<file path="config.mk">
export PLATFORM = sky130hd
export DESIGN_NAME = oam_dma_ctrl
export DESIGN_NICKNAME = d
export VERILOG_FILES = /design/src/rtl/oam_dma_ctrl_pkg.sv /design/src/rtl/oam_dma_ctrl.sv
export SDC_FILE = /design/constraint.sdc
export NUM_CORES = 1
export LEC_CHECK = 0
export ABC_AREA = 1
export BUFFER_PORTS_ARGS = -buffer_cell sky130_fd_sc_hd__buf_4
export CORE_ASPECT_RATIO = 2
export CORE_UTILIZATION = 53
export DETAILED_ROUTE_END_ITERATION = 16
export PLACE_DENSITY_LB_ADDON = 0.2
export SLEW_MARGIN = 20
export SYNTH_ARGS = -nofsm -noshare
export SYNTH_HDL_FRONTEND = slang
export SYNTH_SLANG_ARGS = --single-unit
</file>
<file path="constraint.sdc">
create_clock -name clk -period 1.9 [get_ports clk]
set_input_delay 0.38 -clock clk [delete_from_list [all_inputs] [get_ports clk]]
set_output_delay 0.38 -clock clk [all_outputs]
set_load 0.03 [all_outputs]
</file>
<file path="src/rtl/oam_dma_ctrl_pkg.sv">
`default_nettype none
// +-----------------------------------------------------------------------+
// | oam_dma_ctrl_pkg : shared DMA state type, register address, mirroring  |
// | rev 1.0                                                                |
// +-----------------------------------------------------------------------+
package oam_dma_ctrl_pkg;

    typedef enum logic [1:0] {
        DMA_IDLE  = 2'd0,
        DMA_START = 2'd1,
        DMA_XFER  = 2'd2
    } dma_state_t;

    localparam logic [15:0] DMA_REG_ADDR = 16'hFF46;

    // Pages E0-FF alias the WRAM pages C0-DF.
    function automatic logic [7:0] dma_mirror_page(input logic [7:0] i_val);
        return (i_val < 8'hE0) ? i_val : (i_val & 8'hDF);
    endfunction

endpackage
`default_nettype wire

</file>
<file path="src/rtl/oam_dma_ctrl.sv">
`default_nettype none
// +-----------------------------------------------------------------------+
// | oam_dma_ctrl : copies NUM_BYTES bytes from page {val,00} into OAM      |
// | rev 1.0                                                                |
// +-----------------------------------------------------------------------+
module oam_dma_ctrl
    import oam_dma_ctrl_pkg::*;
#(
    parameter int CYCLES_PER_BYTE   = 4,
    parameter int NUM_BYTES         = 160,
    parameter int START_DELAY_SLOTS = 1
) (
    input  logic        clk,
    input  logic        rst_n,
    input  logic        i_reg_write,
    input  logic [7:0]  i_reg_d_wr,
    output logic [7:0]  o_reg_d_rd,
    output logic [15:0] o_bus_addr,
    input  logic [7:0]  i_bus_d_in,
    output logic        o_dma_active,
    input  logic        i_oam_grant,
    output logic [7:0]  o_oam_addr,
    output logic [7:0]  o_oam_d_wr,
    output logic        o_oam_write
);

    localparam int             c_CW          = $clog2(CYCLES_PER_BYTE);
    localparam logic [c_CW-1:0] c_CNT_LAST   = c_CW'(CYCLES_PER_BYTE - 1);
    localparam logic [7:0]     c_IDX_LAST    = 8'(NUM_BYTES - 1);
    localparam logic [7:0]     c_START_LAST  = 8'(START_DELAY_SLOTS - 1);

    dma_state_t      r_state;
    logic [c_CW-1:0] r_cnt;
    logic [7:0]      r_index;
    logic [7:0]      r_page;
    logic [7:0]      r_reg_d_rd;
    logic [15:0]     r_bus_addr;
    logic            r_dma_active;
    logic [7:0]      r_oam_addr;
    logic [7:0]      r_oam_d_wr;
    logic            r_oam_write;

    logic [7:0]      w_new_page;

    assign w_new_page = dma_mirror_page(i_reg_d_wr);

    // During START the index register counts elapsed delay slots.
    always_ff @(posedge clk or negedge rst_n) begin
        if (!rst_n) begin
            r_state      <= DMA_IDLE;
            r_cnt        <= '0;
            r_index      <= 8'h00;
            r_page       <= 8'h00;
            r_reg_d_rd   <= 8'h00;
            r_bus_addr   <= 16'h0000;
            r_dma_active <= 1'b0;
            r_oam_addr   <= 8'h00;
            r_oam_d_wr   <= 8'h00;
            r_oam_write  <= 1'b0;
        end else begin
            r_oam_write <= 1'b0;
            if (i_reg_write) begin
                r_page       <= w_new_page;
                r_reg_d_rd   <= i_reg_d_wr;
                r_index      <= 8'h00;
                r_cnt        <= '0;
                r_dma_active <= 1'b1;
                if (START_DELAY_SLOTS == 0) begin
                    r_state    <= DMA_XFER;
                    r_bus_addr <= {w_new_page, 8'h00};
                end else begin
                    r_state    <= DMA_START;
                    r_bus_addr <= 16'h0000;
                end
            end else begin
                case (r_state)
                    DMA_IDLE: begin
                        r_dma_active <= 1'b0;
                        r_bus_addr   <= 16'h0000;
                    end
                    DMA_START: begin
                        if (r_cnt == c_CNT_LAST) begin
                            r_cnt <= '0;
                            if (r_index == c_START_LAST) begin
                                r_index    <= 8'h00;
                                r_state    <= DMA_XFER;
                                r_bus_addr <= {r_page, 8'h00};
                            end else begin
                                r_index <= r_index + 8'd1;
                            end
                        end else begin
                            r_cnt <= r_cnt + 1'b1;
                        end
                    end
                    DMA_XFER: begin
                        if (r_cnt != c_CNT_LAST) begin
                            r_cnt <= r_cnt + 1'b1;
                        end else if (i_oam_grant) begin
                            r_oam_write <= 1'b1;
                            r_oam_addr  <= r_index;
                            r_oam_d_wr  <= i_bus_d_in;
                            r_cnt       <= '0;
                            if (r_index == c_IDX_LAST) begin
                                r_state      <= DMA_IDLE;
                                r_index      <= 8'h00;
                                r_dma_active <= 1'b0;
                                r_bus_addr   <= 16'h0000;
                            end else begin
                                r_index    <= r_index + 8'd1;
                                r_bus_addr <= {r_page, r_index + 8'd1};
                            end
                        end
                    end
                    default: begin
                        r_state      <= DMA_IDLE;
                        r_dma_active <= 1'b0;
                        r_bus_addr   <= 16'h0000;
                    end
                endcase
            end
        end
    end

    assign o_reg_d_rd   = r_reg_d_rd;
    assign o_bus_addr   = r_bus_addr;
    assign o_dma_active = r_dma_active;
    assign o_oam_addr   = r_oam_addr;
    assign o_oam_d_wr   = r_oam_d_wr;
    assign o_oam_write  = r_oam_write;

endmodule
`default_nettype wire
</file>
Word level (Yosys, flattened, before mapping)
Cells that the tools add are included.
Word-level totals
  flip-flop bits (word level): 62
  input bits: 20
  word-level logic and storage cells: 73
Cells by class
  add/subtract/negate cells: 2
  $lt $le $gt $ge: 1
  equal/unequal tests: 13
  mux-type cells: 36
  bitwise operators: 2
  reductions and logical operators: 9
Operators by type and width (count)
  16-bit 2-to-1 mux: 6
  8-bit 2-to-1 mux: 6
  16-bit case mux with 2 select lines: 1
  2-bit 2-to-1 mux: 10
  8-bit case mux with 2 select lines: 1
  4-bit AND reduction: 4
  3-bit != test (second input constant): 5
  8-bit by 1-bit adder with 8-bit output (second input constant): 1
  8-bit equality test (second input constant): 1
  8-bit zero test: 1
  8-bit < comparator (second input constant): 1
  1-bit 2-to-1 mux: 8
  6-bit 2-to-1 mux: 1
  2-bit != test (second input constant): 3
  2-bit case mux with 3 select lines: 1
  6-bit AND reduction: 1
  2-bit equality test (second input constant): 2
  4-bit != test (second input constant): 1
  2-bit case mux with 2 select lines: 1
  3-bit nonzero test: 1
  2-bit by 1-bit adder with 2-bit output (second input constant): 1
  2-bit by 1-bit equality test with 1-bit output (second input constant): 1
  2-bit zero test: 1
  1-bit NOT: 2
  other kinds (2): 2

Longest topological paths before layout
Gate-level depths: netlist of the first run.
  depth after elaboration: 6
  mapped depth: 11
  mapped depth without buffers: 10

Worst setup path before layout of the first run
OpenSTA, ideal clock, no wires.
  path kind: register -> register
  start: reg r_state[0]
  end: reg r_oam_addr[6] (netlist: o_oam_addr[6])
  cell stages (with the launch flop): 10
  setup slack: 0.343 ns
  arrival time: 1.435 ns
  setup time: 0.122 ns
  buffers on the path: 2
  required time: 1.778 ns
  cells stage by stage: dfrtp_1 > inv_1 > ha_1 > buf_4 > nand2_2 > nor3_4 > inv_2 > buf_2 > nand2_1 > o21ai_1
On the way
  cells in the longest elaborated chain, start to end: 2
Ends and longest elaborated chain
  start: declaration: line oam_dma_ctrl.sv:32  | dma_state_t r_state;
  start signal: assignment: line oam_dma_ctrl.sv:50  | r_state <= DMA_IDLE;
  start signal: assignment: line oam_dma_ctrl.sv:69  | r_state <= DMA_XFER;
  start signal: assignment: line oam_dma_ctrl.sv:72  | r_state <= DMA_START;
  2-bit equality test: line oam_dma_ctrl.sv:76  | case (r_state)
  4-bit AND reduction (no line)
  end signal: assignment: line oam_dma_ctrl.sv:100  | r_oam_addr <= r_index;
  end: declaration: line oam_dma_ctrl.sv:39  | logic [7:0] r_oam_addr;
Every way passes these cells.
A chain may end at the register's enable or synchronous reset.

Worst setup path after layout of the first run
  start: reg r_state[0]
  end: reg r_bus_addr[13] (netlist: o_bus_addr[13])
On the way
  cells in the longest elaborated chain, start to end: 3
Ends and longest elaborated chain
  2-bit equality test or 2-bit by 1-bit equality test with 1-bit output (tied branches): line oam_dma_ctrl.sv:76
  3-bit != test (no line) or 16-bit case mux with 2 select lines (tied branches)
  4-bit AND reduction (no line) or 16-bit 2-to-1 mux (tied branches)
  end signal: assignment: line oam_dma_ctrl.sv:70  | r_bus_addr <= {w_new_page, 8'h00};
  end signal: assignment: line oam_dma_ctrl.sv:87  | r_bus_addr <= {r_page, 8'h00};
  end signal: assignment: line oam_dma_ctrl.sv:110  | r_bus_addr <= {r_page, r_index + 8'd1};
  end: declaration: line oam_dma_ctrl.sv:37  | logic [15:0] r_bus_addr;
Several ways; a longest one is shown, not always the timed one.

==> results of run 1 <==
cell usage after synthesis:
| cell | instances | area (µm²) |
|---|---|---|
| a21o_1 | 1 | 7.51 |
| a21oi_1 | 3 | 15.0 |
| buf_2 | 3 | 15.0 |
| buf_4 | 8 | 60.1 |
| buf_6 | 3 | 33.8 |
| buf_8 | 1 | 15.0 |
| clkbuf_1 | 1 | 3.75 |
| dfrtp_1 | 55 | 1380 |
| ha_1 | 6 | 75.1 |
| inv_1 | 18 | 67.6 |
| inv_2 | 3 | 11.3 |
| inv_4 | 1 | 6.26 |
| nand2_1 | 121 | 454 |
| nand2_2 | 4 | 25.0 |
| nand2_4 | 1 | 11.3 |
| nand3_1 | 26 | 130 |
| nand3_2 | 1 | 10.0 |
| nand4_1 | 3 | 18.8 |
| nor2_1 | 13 | 48.8 |
| nor2_2 | 1 | 6.26 |
| nor2_4 | 1 | 11.3 |
| nor3_1 | 2 | 10.0 |
| nor3_4 | 1 | 16.3 |
| o21ai_0 | 8 | 40.0 |
| o21ai_1 | 10 | 50.1 |
| o21ai_2 | 1 | 8.76 |
| o22ai_1 | 1 | 6.26 |
| or2_2 | 1 | 6.26 |
| xor2_1 | 4 | 35.0 |
registers in the layout, indices dropped and copies added, names as in the netlist:
register,flops
o_bus_addr,16
o_dma_active,1
o_oam_addr,8
o_oam_d_wr,8
o_oam_write,1
o_reg_d_rd,1
r_cnt,2
r_index,8
r_page,8
r_state,2
final timing paths:
| path | start | cells past startpoint | slack (ns) | to |
|---|---|---|---|---|
| worst max-delay path | r_state[0] | 9 | 0.18 | o_bus_addr[13] |
| worst min-delay path | rst_n | 1 | 0.1 | r_index[1] |
| worst max register to register | r_state[0] | 9 | 0.18 | o_bus_addr[13] |
| worst min register to register | o_oam_d_wr[5] | 2 | 0.48 | o_oam_d_wr[5] |
| max in group asynchronous | rst_n | 1 | 1.34 | r_index[4] |
| min in group clk | i_bus_d_in[1] | 3 | 0.26 | o_oam_d_wr[1] |
area by class of cell:
class	instances	area, µm²
multi-input combinational	209	986
inverter	22	85.1
fill	407	1550
clock inverter	2	16.3
tap	55	68.8
timing repair buffer	63	473
sequential	55	1380
clock buffer	6	82.6
power by group through the flow:
stage,Combinational (mW),Clock [mW],Sequential (mW)
2_1_floorplan,0.759,0,1.74
3_3_place_gp,1.35,0,1.49
3_5_place_dp,1.37,0,1.50
4_1_cts,1.38,0.703,1.48
5_1_grt,1.52,0.731,1.50
6_report,1.37,0.681,1.48
critical path: stages, from the launching register on:
cell	delay [ns]
dfrtp_1	0.38
inv_1	0.07
ha_1	0.32
o21ai_2	0.19
nand2_2	0.09
inv_2	0.08
nand2_4	0.09
nor2_4	0.24
nand3_1	0.12
nand2_1	0.09
metal layers:
metal | up-vias | global-route usage, %
met1 | 984 | 26.1
met2 | 58 | 42.7
met3 | 12 | 3.77
met4 | 0 | 9.77
met5 | - | 0
li1 | 1049 | -
kinds of logic after synthesis:
family | count (synthesis) | share of synthesized area [%]
simple gates | 175 | 29.1
flops | 55 | 53.4
buf+inv | 38 | 8.26
compound gates | 24 | 4.96
fa+ha+maj | 6 | 2.92
xor+xnor | 4 | 1.36
metrics by stage:
step | worst slack (ns) | power (mW) | instances
floorplan | 0.343 | 2.50 | 302
global placement | 0.234 | 2.85 | 404
detailed placement | 0.191 | 2.87 | 404
CTS | 0.165 | 3.56 | 412
global route | 0.00136 | 3.76 | 412
finish | 0.179 | 3.53 | 412
==> metrics, run 1 <==
status finished, final reports clean; Util after Layout 66.5%; I/O pins 62; clk_skew 0.00857 ns; power share of the combinational group 38.8%; Int Power 2.11 mW; clock-pin slew on the worst setup and hold paths 0.09 ns; Worst EP arrival 1.97 ns; initial antenna violation count 0; RSZ-0062 raised after global routing false; max-cap viol count 0; # DRC 0; die height 101 µm; met1 WL 2090 µm; post-cts sizing count 0; CTS tree built; number of port buffers 61; clk sinks 55; share of power burned in registers 41.9%; Worst-Margin Slew 0.678 ns; H-tree depth reported by CTS 2; 1st-iter DRT viols 78; Placed Area 2990 µm²; met2 wire length 3030 µm; Die Area 5160 µm²; switch share 40.3%; TritonCTS Buffers 5; Period Utilization, post-route 90.6%; post-synth cell types 29; Finish-stage setup viols 0; met3 WL 171 µm; Pre-Repair DR Iteration Count 4; Clock power frac 19.3%; f_max 581 MHz; post-DR wirelength/cell 13.2 µm; VDD IR-drop max 844 µV; GRT Overall Usage 23.4%; gr ovfl total 0; Pwr Density 1140 nW/µm²; post-route design area 3090 µm²; Area Overhead vs Synth 19.9%; hold_ws 0.0963 ns; CTS Hold Bufs 0; min-delay worst type in2async; Syn Nets 328; layout cells sized above 1 24.1%; final slew viol count 0; commonest non-fill, non-tap cell in the layout nand2_1; Post-DRT Antenna Nets 0; Static Leak 1.73 nW; vias per inst 5.10; FP Rows 35; post-layout minimum cycle time 1.72 ns; first-pass GRT wire length 8990 µm; clock buffer depth 2; # nets final 382; vias in the first global route 1,982; most frequent cells in the layout nand2_1, buf_4, dfrtp_1; CP Capture Type flip-flop; final wirelength 5420 µm; Yosys reg bits 55; Ant. Diodes 0; CORE AREA 4640 µm²; gpl congestion 0.857; worst-path maximum fanout 12; Cells after Synth 302; uppermost layer routed met4; Fin. Hold Viols 0; crit path launch type flip-flop; Initial Util 55.5%; Warnings, synthesis 0; post-CTS setup buffer count 0; CTS Root Cell clkbuf_8; total vias in the final route 2,103; setup TNS 0 ns; DPL Wire Length 3990 µm; syn_area_per_cell 8.53 µm²; register area share after synthesis 53.4%; pin count of the biggest net entering global routing 56; Mapped Area 2570 µm²; worst skew pair latency 0.31 ns; Critical Path RT 2.15 ns; type of the worst setup path reg2reg; Switch Pwr 1.43 mW; relative slew slack 54.8%; die width 51.3 µm
No activity file was read; power rests on OpenSTA's default activity.
==> run 2: changes to the inputs <==
--- a/config.mk
+++ b/config.mk
@@ -7,8 +7,10 @@
 export LEC_CHECK = 0
 export ABC_AREA = 1
 export BUFFER_PORTS_ARGS = -buffer_cell sky130_fd_sc_hd__buf_4
+export CELL_PAD_IN_SITES_DETAIL_PLACEMENT = 1
+export CELL_PAD_IN_SITES_GLOBAL_PLACEMENT = 1
 export CORE_ASPECT_RATIO = 2
-export CORE_UTILIZATION = 53
+export CORE_UTILIZATION = 39
 export DETAILED_ROUTE_END_ITERATION = 16
 export PLACE_DENSITY_LB_ADDON = 0.2
 export SLEW_MARGIN = 20
==> metrics, run 2 (synthesis results as in run 1) <==
status finished, final reports clean; pin count of the biggest net entering global routing 56 (unchanged); most frequent cell on the critical path nand2_1; Util after Layout 50.1% (-16 points); Finish-stage setup viols 0 (unchanged); gr ovfl total 0 (unchanged); Pre-Repair DR Iteration Count 4 (unchanged); min-delay worst type in2async; Post-DRT Antenna Nets 0 (unchanged); Period Utilization, post-route 88.4% (-2.2 points); H-tree depth reported by CTS 2 (unchanged); crit-path max cell delay 0.41 ns (+0.03 ns); crit path launch type flip-flop; Critical Path RT 2.10 ns (-0.05 ns); f_max 596 MHz (+2.5%); post-layout minimum cycle time 1.68 ns (-0.0416 ns); post-CTS setup buffer count 0 (unchanged); type of the worst setup path reg2reg; Worst Setup EP o_bus_addr[1]; reg2reg end o_bus_addr[1]; # nets final 383 (+0.26%); gpl congestion 0.778 (-9.2%); clock buffer depth 2 (unchanged); FP Rows 41 (+17%); critical path depth 8 (-1); final wirelength 6460 µm (+19%); # DRC 0 (unchanged); worst-path maximum fanout 7 (-5); Fin. Hold Viols 0 (unchanged); Die Area 6950 µm² (+35%); worst skew pair latency 0.30 ns (about the same); most frequent cells in the layout nand2_1, buf_4, dfrtp_1; Fillers 826 (+100%); die width 59.5 µm (+16%); max-cap viol count 0 (unchanged); TritonCTS Buffers 5 (unchanged); 1st-iter DRT viols 73 (-6.4%); CP Capture Type flip-flop; final slew viol count 0 (unchanged); slowest cell on the critical path dfrtp_1; CTS Hold Bufs 0 (unchanged); commonest non-fill, non-tap cell in the layout nand2_1; R2R setup slack 0.22 ns (+0.04 ns); clock-pin slew on the worst setup and hold paths 0.07 ns (-0.02 ns); initial antenna violation count 0 (unchanged); Pwr Density 1210 nW/µm² (+5.9%); RSZ-0062 raised after global routing false; setup TNS 0 ns (unchanged); vias in the first global route 2,171 (+9.5%); layout cells sized above 1 24.6% (+0.49 points); R2R cell count 8 (-1); clk_skew 0.00696 ns (-0.00161 ns); number of port buffers 61 (unchanged); Static Leak 1.76 nW (+1.7%); Largest register FFs 16 (unchanged); total vias in the final route 2,147 (+2.1%); vias per inst 4.84 (-5.3%); Worst EP arrival 1.88 ns (-0.09 ns); DPL Wire Length 4750 µm (+19%); GRT Overall Usage 20.6% (-2.8 points); relative slew slack 53.3% (-1.5 points); ordered list of cells on the worst path ha_1 -> nand2_1 -> nor2_1 -> nand2_1 -> nand2_1 -> inv_1 -> nand3_1 -> o21ai_0; kind of cell adding the most delay to the critical path simple AND/OR/NAND/NOR gates; CTS tree built; Worst Path Buf+Inv 1 (-1); VDD IR-drop max 508 µV (-40%); Initial Util 40.5% (-15 points); Ant. Diodes 0 (unchanged); clk sinks 55 (unchanged); CORE AREA 6360 µm² (+37%); Worst-Margin Slew 0.701 ns (+0.0230 ns); post-DR wirelength/cell 14.6 µm (+11%); crit path from r_index[0]; I/O pins 62 (unchanged); first-pass GRT wire length 10,600 µm (+17%); CTS Root Cell clkbuf_16; Area Overhead vs Synth 23.9%; die height 117 µm (+16%); Critical R2R Launch r_index[0]
==> run 2: worst min path at each step <==
stage	cells past startpoint	to
CTS	1	r_index[2]
floorplan	0	o_bus_addr[0]
finish	1	r_index[2]
global placement	2	o_oam_d_wr[3]
detailed placement	2	o_oam_d_wr[5]
global route	1	o_bus_addr[3]
==> run 2: power by group <==
part,switching (mW),total [mW],leakage (nW),internal (mW)
logic,0.984,1.44,0.959,0.456
clock network,0.440,0.936,0.0746,0.497
registers,0.125,1.49,0.728,1.36
total,1.55,3.86,1.76,2.32
==> run 2: metrics by stage <==
stage | std cells | setup WS, ns | hold slack, ns | power (mW) | area (µm²)
3_3_place_gp | 435 | 0.207 | 0.454 | 2.89 | 3030
6_report | 444 | 0.221 | 0.127 | 3.86 | 3190
2_1_floorplan | 302 | 0.343 | 0.0844 | 2.50 | 2570
5_1_grt | 444 | 0.0636 | 0.189 | 4.11 | 3190
3_5_place_dp | 435 | 0.129 | 0.464 | 2.93 | 3030
4_1_cts | 443 | 0.112 | 0.162 | 3.87 | 3180
==> run 2: timing repair <==
action,in CTS,in global routing
endpoints found under the hold margin,0,0
resized for setup,0,2
endpoints found under the setup margin,0,12
==> run 2: cell type report <==
cell class	instances	area [µm²]	area share, %
Sequential cell	55	1380	43.2
Multi-Input combinational cell	210	1000	31.3
Timing Repair Buffer	63	473	14.8
Clock buffer	5	125	3.92
Tap cell	86	108	3.37
Inverter	22	85.1	2.67
Clock inverter	3	22.5	0.706
==> run 2: worst reg2reg max path, cell delays in order (launching register included) <==
cell	delay, ns
dfrtp_1	0.41
ha_1	0.25
nand2_1	0.14
nor2_1	0.08
nand2_1	0.09
nand2_1	0.09
inv_1	0.24
nand3_1	0.10
o21ai_0	0.19
==> run 2: layer usage <==
layer	wire (µm)	share of wire, %	track usage, %
met1	2360	37	21.7
met2	3790	59	38.6
met3	160	2.5	2.97
met4	151	2.3	9.84
met5	0	0	0
==> run 3: changes to the inputs <==
--- a/config.mk
+++ b/config.mk
@@ -13,6 +13,7 @@
 export CORE_UTILIZATION = 39
 export DETAILED_ROUTE_END_ITERATION = 16
 export PLACE_DENSITY_LB_ADDON = 0.2
+export REMOVE_ABC_BUFFERS = 1
 export SLEW_MARGIN = 20
 export SYNTH_ARGS = -nofsm -noshare
 export SYNTH_HDL_FRONTEND = slang
==> metrics, run 3 (synthesis results as in run 1) <==
Finish-stage setup viols 0 (unchanged); most frequent cells in the layout nand2_1, buf_4, dfrtp_1; register area 1380 µm² (unchanged); number of port buffers 61 (unchanged); CP Capture Type flip-flop; vias per inst 4.89 (+1.0%); Largest register FFs 16 (unchanged); gpl congestion 0.813 (+4.4%); Area Overhead vs Synth 24.6%; total vias in the final route 2,169 (+1.0%); final slew viol count 0 (unchanged); post-cts sizing count 0 (unchanged); commonest non-fill, non-tap cell in the layout nand2_1; RSZ-0062 raised after global routing false; Fin. Hold Viols 0 (unchanged); worst-path maximum fanout 12 (+5); ordered list of cells on the worst path inv_1 -> ha_1 -> o21ai_2 -> nand2_2 -> inv_2 -> nand2_4 -> nor2_4 -> nand3_1 -> nand2_1; Die Area 6950 µm² (unchanged); gr ovfl total 0 (unchanged); kind of cell adding the most delay to the critical path simple AND/OR/NAND/NOR gates; Critical Path RT 2.13 ns (+0.03 ns); crit path launch type flip-flop; min-delay worst type in2async; H-tree depth reported by CTS 2 (unchanged); Initial Util 40.5% (unchanged); Pwr Density 1240 nW/µm² (+2.6%); # DRC 0 (unchanged); post-layout minimum cycle time 1.74 ns (+0.0658 ns); initial antenna violation count 0 (unchanged); CORE AREA 6360 µm² (unchanged); pin count of the biggest net entering global routing 56 (unchanged); slowest cell on the critical path dfrtp_1; Post-DRT Antenna Nets 0 (unchanged); DPL Wire Length 4840 µm (+2.1%); total power 3.99 mW (+3.3%); VDD IR-drop max 814 µV (+60%); post-DR wirelength/cell 14.5 µm (-0.50%); Worst-Margin Slew 0.709 ns (+0.00870 ns); crit-path max cell delay 0.38 ns (-0.03 ns); multi-input logic area 986 µm² (-1.4%); type of the worst setup path reg2reg; vias in the first global route 2,257 (+4.0%); max-cap viol count 0 (unchanged); relative slew slack 52.7% (-0.58 points); Setup WS post-layout 0.155 ns (-0.0658 ns); CTS Hold Bufs 0 (unchanged); CTS Root Cell clkbuf_16; Worst Path Buf+Inv 2 (+1); Fillers 814 (-1.5%); I/O pins 62 (unchanged); Worst EP arrival 1.98 ns (+0.10 ns); Post-Place Setup Slack 0.168 ns (+0.0391 ns); TritonCTS Buffers 5 (unchanged); clock-pin slew on the worst setup and hold paths 0.07 ns (about the same); clk sinks 55 (unchanged); Period Utilization, post-route 91.8% (+3.5 points); 1st-iter DRT viols 46 (-37%); # nets final 383 (unchanged); worst skew pair latency 0.29 ns (about the same); first-pass GRT wire length 10,300 µm (-2.8%); GRT Overall Usage 20.1% (-0.49 points); status finished, final reports clean; post-CTS setup buffer count 0 (unchanged); FP Rows 41 (unchanged); Ant. Diodes 0 (unchanged); Static Leak 1.78 nW (+0.84%); Pre-Repair DR Iteration Count 4 (unchanged); CTS tree built; f_max 573 MHz (-3.8%); die width 59.5 µm (unchanged); die height 117 µm (unchanged); clk_skew 0.00426 ns (-0.00270 ns); final wirelength 6430 µm (-0.50%); setup TNS 0 ns (unchanged); layout cells sized above 1 24.3% (-0.28 points); clock buffer depth 2 (unchanged)
-- run 3: changes by cell type in the layout (fill, tap and decap cells not counted), sizes merged --
cell / change
inv: -2
buf: +1
bufinv: +1
clkbuf: +1
nor2: -1
-- run 3: report_power, final --
part / internal (mW) / switching (mW) / total, mW
clock network: 0.656 / 0.412 / 1.07
logic: 0.467 / 0.971 / 1.44
registers: 1.36 / 0.122 / 1.48
-- run 3: layout make-up --
class | count | share of cell area, %
well taps | 86 | 3.35
inverters | 22 | 2.65
clock inverters | 2 | 1.09
clock buffers | 6 | 4.33
repair buffers | 64 | 15.0
multi-input cells | 209 | 30.7
flip-flops and latches | 55 | 42.9
-- run 3: stage by stage --
step	std cells	util [%]	hold slack, ns	cell area [µm²]
finish	444	50.5	0.138	3210
global placement	436	47.7	0.455	3040
floorplan	286	-	0.0844	2450
detailed placement	436	47.7	0.461	3040
global route	444	50.5	0.181	3210
CTS	444	50.5	0.168	3210
-- run 3: routing by layer --
metal,GRT usage [%],vias up,wire [µm]
met5,0,-,0
met2,38.6,49,3730
met3,4.40,10,208
li1,-,1049,-
met1,19.5,1061,2330
met4,9.05,0,161
-- run 3: worst reg2reg max path, delay by kind of cell, from the launching register on --
family,cells,cell delay [ns]
simple gates,5,0.65
flops,1,0.38
fa+ha+maj,1,0.32
compound gates,1,0.20
buf+inv,2,0.16
-- run 3: worst paths after layout --
check | start | to | slack [ns] | cells after the start
worst max-delay path | r_state[0] | o_bus_addr[4] | 0.16 | 9
worst min-delay path | rst_n | o_oam_addr[6] | 0.14 | 1
worst max register to register | r_state[0] | o_bus_addr[4] | 0.16 | 9
worst min register to register | o_oam_d_wr[7] | o_oam_d_wr[7] | 0.47 | 2
max in group asynchronous | rst_n | r_page[3] | 1.30 | 1
min in group clk | i_reg_d_wr[4] | r_page[4] | 0.28 | 3
